`config.mk`:
```
export PLATFORM = sky130hd
export DESIGN_NAME = mtc_thread_arbiter
export DESIGN_NICKNAME = d
export VERILOG_FILES = /design/src/rtl/mtc_thread_arbiter.sv
export SDC_FILE = /design/constraint.sdc
export NUM_CORES = 1
export LEC_CHECK = 0
export ABC_AREA = 1
export CORE_ASPECT_RATIO = 1.75
export CORE_MARGIN = 5
export CORE_UTILIZATION = 58
export DETAILED_ROUTE_END_ITERATION = 6
export PLACE_DENSITY = 0.8
export SETUP_SLACK_MARGIN = 0.5
export SYNTH_ARGS = -nofsm -noshare
export SYNTH_HDL_FRONTEND = slang
export SYNTH_SLANG_ARGS = --single-unit
```
`constraint.sdc`:
```
create_clock -name clock -period 7.35 [get_ports clock]
set_clock_uncertainty 0.05 [all_clocks]
set_input_delay 1.47 -clock clock [delete_from_list [all_inputs] [get_ports clock]]
set_output_delay 1.47 -clock clock [all_outputs]
set_load 0.01 [all_outputs]
```
`src/rtl/mtc_thread_arbiter.sv`:
```
// Round-robin arbiter that merges per-thread ptcalc result FIFOs onto one
// registered valid/ready output lane, with per-thread drop accounting.
module mtc_thread_arbiter #(
  parameter int PTCALC_WIDTH  = 54,
  parameter int c_NUM_THREADS = 3,
  parameter int FIFO_DEPTH    = 4,
  parameter int CNT_WIDTH     = 8
) (
  input  logic                                    clock,
  input  logic                                    rst_n,
  input  logic                                    srst,
  input  logic [c_NUM_THREADS-1:0]                ptcalc_valid,
  input  logic [PTCALC_WIDTH*c_NUM_THREADS-1:0]   ptcalc,
  output logic                                    out_valid,
  input  logic                                    out_ready,
  output logic [PTCALC_WIDTH-1:0]                 out_data,
  output logic [$clog2(c_NUM_THREADS)-1:0]        out_thread,
  output logic [c_NUM_THREADS-1:0]                fifo_empty,
  output logic [c_NUM_THREADS-1:0]                overflow,
  output logic [CNT_WIDTH*c_NUM_THREADS-1:0]      overflow_cnt,
  output logic                                    idle
);

  localparam int AW = $clog2(FIFO_DEPTH);
  localparam int PW = AW + 1;
  localparam int TW = $clog2(c_NUM_THREADS);

  function automatic logic [CNT_WIDTH-1:0] sat_inc(input logic [CNT_WIDTH-1:0] v);
    return (&v) ? v : v + 1'b1;
  endfunction

  logic [PTCALC_WIDTH-1:0] head [c_NUM_THREADS];
  logic [c_NUM_THREADS-1:0] pop;

  logic                    out_valid_q,  out_valid_d;
  logic [PTCALC_WIDTH-1:0] out_data_q,   out_data_d;
  logic [TW-1:0]           out_thread_q, out_thread_d;
  logic [TW-1:0]           last_grant_q, last_grant_d;

  // Per-thread FIFO stage: write/drop decision, pointers, overflow accounting
  genvar g;
  for (g = 0; g < c_NUM_THREADS; g++) begin : g_thr
    logic [PW-1:0]           wr_ptr_q, wr_ptr_d;
    logic [PW-1:0]           rd_ptr_q, rd_ptr_d;
    logic [CNT_WIDTH-1:0]    cnt_q, cnt_d;
    logic                    ovf_q, ovf_d;
    logic [PTCALC_WIDTH-1:0] mem_q [FIFO_DEPTH];
    logic                    full;
    logic                    wr_en;
    logic                    drop;

    assign fifo_empty[g] = (wr_ptr_q == rd_ptr_q);
    assign full          = (wr_ptr_q[AW] != rd_ptr_q[AW]) &&
                           (wr_ptr_q[AW-1:0] == rd_ptr_q[AW-1:0]);

    // A full FIFO still accepts when its head leaves at the same edge.
    always_comb begin
      wr_en    = ptcalc_valid[g] && (!full || pop[g]);
      drop     = ptcalc_valid[g] && !wr_en;
      wr_ptr_d = wr_ptr_q + {{(PW-1){1'b0}}, wr_en};
      rd_ptr_d = rd_ptr_q + {{(PW-1){1'b0}}, pop[g]};
      ovf_d    = ovf_q | drop;
      cnt_d    = drop ? sat_inc(cnt_q) : cnt_q;
    end

    always_ff @(posedge clock or negedge rst_n) begin
      if (!rst_n) begin
        wr_ptr_q <= '0;
        rd_ptr_q <= '0;
        cnt_q    <= '0;
        ovf_q    <= 1'b0;
      end else if (srst) begin
        wr_ptr_q <= '0;
        rd_ptr_q <= '0;
        cnt_q    <= '0;
        ovf_q    <= 1'b0;
      end else begin
        wr_ptr_q <= wr_ptr_d;
        rd_ptr_q <= rd_ptr_d;
        cnt_q    <= cnt_d;
        ovf_q    <= ovf_d;
      end
    end

    always_ff @(posedge clock) begin
      if (wr_en) begin
        mem_q[wr_ptr_q[AW-1:0]] <= ptcalc[g*PTCALC_WIDTH +: PTCALC_WIDTH];
      end
    end

    assign head[g]                                = mem_q[rd_ptr_q[AW-1:0]];
    assign overflow[g]                            = ovf_q;
    assign overflow_cnt[g*CNT_WIDTH +: CNT_WIDTH] = cnt_q;
  end

  logic          load;
  logic          found;
  logic [TW-1:0] winner;
  logic [TW-1:0] cand;

  // Grant stage: round-robin pick and output register update
  always_comb begin
    load         = (!out_valid_q || out_ready) && !(&fifo_empty);
    found        = 1'b0;
    winner       = '0;
    cand         = '0;
    pop          = '0;
    out_valid_d  = out_valid_q;
    out_data_d   = out_data_q;
    out_thread_d = out_thread_q;
    last_grant_d = last_grant_q;
    for (int i = 1; i <= c_NUM_THREADS; i++) begin
      cand = TW'((int'(last_grant_q) + i) % c_NUM_THREADS);
      if (!found && !fifo_empty[cand]) begin
        found  = 1'b1;
        winner = cand;
      end
    end
    if (load) begin
      pop[winner]  = 1'b1;
      out_valid_d  = 1'b1;
      out_data_d   = head[winner];
      out_thread_d = winner;
      last_grant_d = winner;
    end else if (!out_valid_q || out_ready) begin
      out_valid_d  = 1'b0;
    end
  end

  always_ff @(posedge clock or negedge rst_n) begin
    if (!rst_n) begin
      out_valid_q  <= 1'b0;
      out_data_q   <= '0;
      out_thread_q <= '0;
      last_grant_q <= TW'(c_NUM_THREADS - 1);
    end else if (srst) begin
      out_valid_q  <= 1'b0;
      out_data_q   <= '0;
      out_thread_q <= '0;
      last_grant_q <= TW'(c_NUM_THREADS - 1);
    end else begin
      out_valid_q  <= out_valid_d;
      out_data_q   <= out_data_d;
      out_thread_q <= out_thread_d;
      last_grant_q <= last_grant_d;
    end
  end

  assign out_valid  = out_valid_q;
  assign out_data   = out_data_q;
  assign out_thread = out_thread_q;
  assign idle       = (&fifo_empty) && !out_valid_q;

endmodule

```
==> reports/qor.csv <==
stage,metric,value,unit
critical_path,Crit path required time,5.83,ns
yosys,top cell type's share of synthesized area,64.7,%
finish,final core occ,68.7,%
floorplanning,starting density of the core,58.4,%
job,max_cap viols,0,
critical_path,Critical Path Slowest Stage Cell,inv_2,
timing,Fmax achieved,190,MHz
clocking,htree depth,3,
finish,"commonest cells after routing, fill and taps aside","edfxtp_1, nand2_1, nor2_1",
yosys,yosys synthesis warning count,0,
place,worst slack at placement,2.16,ns
timing,slew margin rel.,18.2,%
routing,WL final,80900,microns
yosys,Syn Area/Cell,12.3,sq um
clocking,CTS root buf,clkbuf_16,
timing,final hold vios,0,
grt,largest net degree at the start of global routing,112,
run_status,status,finished clean,
critical_path,WP buf/inv,2,
clocking,total CTS buffers,66,
timing,RSZ-0062 raised after global routing,no,
floorplanning,Top Ports,257,
clocking,CTS sink count,751,
power,Pwr Density,363,mW/mm^2
timing,final cycle utilization of the critical path,71.4,%
floorplanning,Die H,311,microns
yosys,Post-synth EDFFs,648,
place,HPWL after detailed placement,51700,microns
grt,gr ovfl total,0,
hold_path,worst hold path class,flop to flop,
clocking,post_cts resized,0,
critical_path,cell mode on critical path,nand2_1,
routing,DRT Pass-1 Iters,5,
yosys,Synth Register Bits,751,
place,Port Buffer Count,256,
clocking,worst skew pair latency,0.60,ns
yosys,Synth area leader,edfxtp_1,
routing,Via-to-Cell Ratio,6.13,
finish,"Design Area, Final",0.0354,sq mm
timing,setup violators final,0,
grt,GRT Resource Usage Total,28.2,%
routing,routed len/inst,24.0,microns
grt,vias in the first global route,20932,
critical_path,CP cell instances,inv_2 > nand2_1 > nand2_1 > nand3_2 > nor4_1 > clkdlybuf4s50_1,
place,GP Congestion,0.877,
timing,Least-Margin Pin Slew,1.23,ns
timing,post-route minimum period,5.25,ns
finish,fin cells,3379,
critical_path,crit path capture type,output port,
floorplanning,core area,0.0515,sq mm
place,placed cell areas,0.0331,sq mm
finish,layout cells sized above 1,6.59,%
timing,Final WS setup,2.10,ns
yosys,ys flop type,edfxtp_1,
critical_path,CP top delay family,buffers and inverters,
clocking,"Setup Fix Bufs, Post-CTS",0,
critical_path,"Max FO, Critical Path",57,
routing,vias post-DR,20701,
critical_path,"slowest stage delay, CP",0.81,ns
routing,drc violations,0,
timing,Setup Total Neg Slack,0,ns
finish,area delta synth->final,17.7,%
timing,Max Slew Vio Count,0,
yosys,Post-Synthesis Cells,2445,
place,Placed Cells,3254,
yosys,sequential-to-total area share from yosys stat,73.3,%
routing,1st-iter DRT viols,2453,
grt,first-pass GRT wire length,123000,microns
critical_path,Worst Setup Path Type,flop to output port,
finish,"Net count, final",2836,
yosys,Syn Nets,2631,
finish,"commonest non-fill, non-tap cell in the layout",edfxtp_1,
power,peak supply drop,0.000461,V
yosys,Async SR Flop Fraction,13.7,%
clocking,Hold Buf Count CTS,0,
yosys,Mapped Area,0.0301,sq mm
floorplanning,Die W,182,microns
clocking,CTS tree,done,
critical_path,Worst setup SP type,flop,
yosys,top post-synthesis cells by area,"edfxtp_1, dfrtp_1, nand2_1",
floorplanning,Core Rows,110,
yosys,Yosys cell types,37,
power,leakage power total,12.9,nW
floorplanning,die area,0.0567,sq mm
critical_path,r2r setup slk,2.14,ns
grt,initial antenna violation count,7,
critical_path,CP arrival,3.73,ns
routing,Antenna Violating Nets Remaining,0,
clocking,Clock Tree Buf Depth,3,
clocking,clk slew on worst S/H paths,0.06,ns
-- power by group --
group	total (W)	switching (W)	leakage (nW)	internal (W)
Combinational	0.00404	0.00282	4.50	0.00122
Sequential	0.00524	0.000246	7.31	0.00500
Clock	0.00355	0.00151	1.09	0.00205
Total	0.0128	0.00457	12.9	0.00826
-- synth_stat cells (4+ instances only) --
master    count
xor2_1        6
nand3_1     119
buf_4        17
nand2_1     456
clkbuf_1    106
edfxtp_1    648
o22ai_1     108
inv_1        58
buf_2        14
nor2_1      312
o21ai_0     226
a21oi_1     121
nand3_2       5
ha_1         17
nand2_2       5
nor3_1       22
inv_2         8
xnor2_1       4
dfrtp_1     102
a32o_1       54
buf_1        10
-- state kept, by name (all words and copies together) (netlist names) --
| name | cells |
|---|---|
| g_thr.ovf_q | 3 |
| last_grant_q | 1 |
| g_thr.rd_ptr_q | 9 |
| out_valid | 1 |
| g_thr.mem_q | 648 |
| g_thr.cnt_q | 24 |
| g_thr.wr_ptr_q | 9 |
| out_thread | 2 |
| out_data | 54 |
-- worst paths after layout --
path,startpoint,end,depth (start not counted)
min in group asynchronous,rst_n,g_thr[1].cnt_q[2],1
worst min-delay path,g_thr[1].ovf_q,g_thr[1].ovf_q,1
worst max-delay path,g_thr[2].rd_ptr_q[1],idle,6
worst max register to register,g_thr[2].rd_ptr_q[1],g_thr[0].mem_q[0][4],15
max in group asynchronous,rst_n,g_thr[2].rd_ptr_q[0],2
worst min register to register,g_thr[1].ovf_q,g_thr[1].ovf_q,1
-- logic make-up (layout without fill, tap and decap cells) --
| group | Yosys count | count (layout) | synth area share [%] |
|---|---|---|---|
| other | 0 | 4 | 0 |
| XOR/XNOR | 10 | 10 | 0.291 |
| adder cells (fa/ha/maj) | 17 | 17 | 0.707 |
| buffers and inverters | 214 | 472 | 2.97 |
| AND/OR/NAND/NOR | 937 | 937 | 12.7 |
| AO/OA/AOI/OAI | 516 | 516 | 10.0 |
| flip-flops | 751 | 751 | 73.3 |
-- metal layers --
layer  GRT usage, %  share of wire (%)  up-vias
li1               -                  -     9215
met3           5.63                9.2      202
met2           47.6                 51     1169
met4           12.8                5.4        8
met5              0              0.088        -
met1           35.4                 35    10107
-- area by class of cell --
type	count	area [sq um]
clock inverters	32	400
fillers	3446	16100
flip-flops and latches	751	22100
inverters	66	256
well taps	672	841
multi-input cells	1480	7210
diodes	4	10.0
repair buffers	285	2780
clock buffers	89	1830
-- stage by stage --
step | total power, W | hold WS, ns
6_report | 0.0128 | 0.441
5_1_grt | 0.0134 | 0.469
4_1_cts | 0.0128 | 0.445
3_5_place_dp | 0.00929 | 0.431
3_3_place_gp | 0.00915 | 0.420
2_1_floorplan | 0.00780 | 0.405
Note: power is estimated with default switching activity, not from simulation.
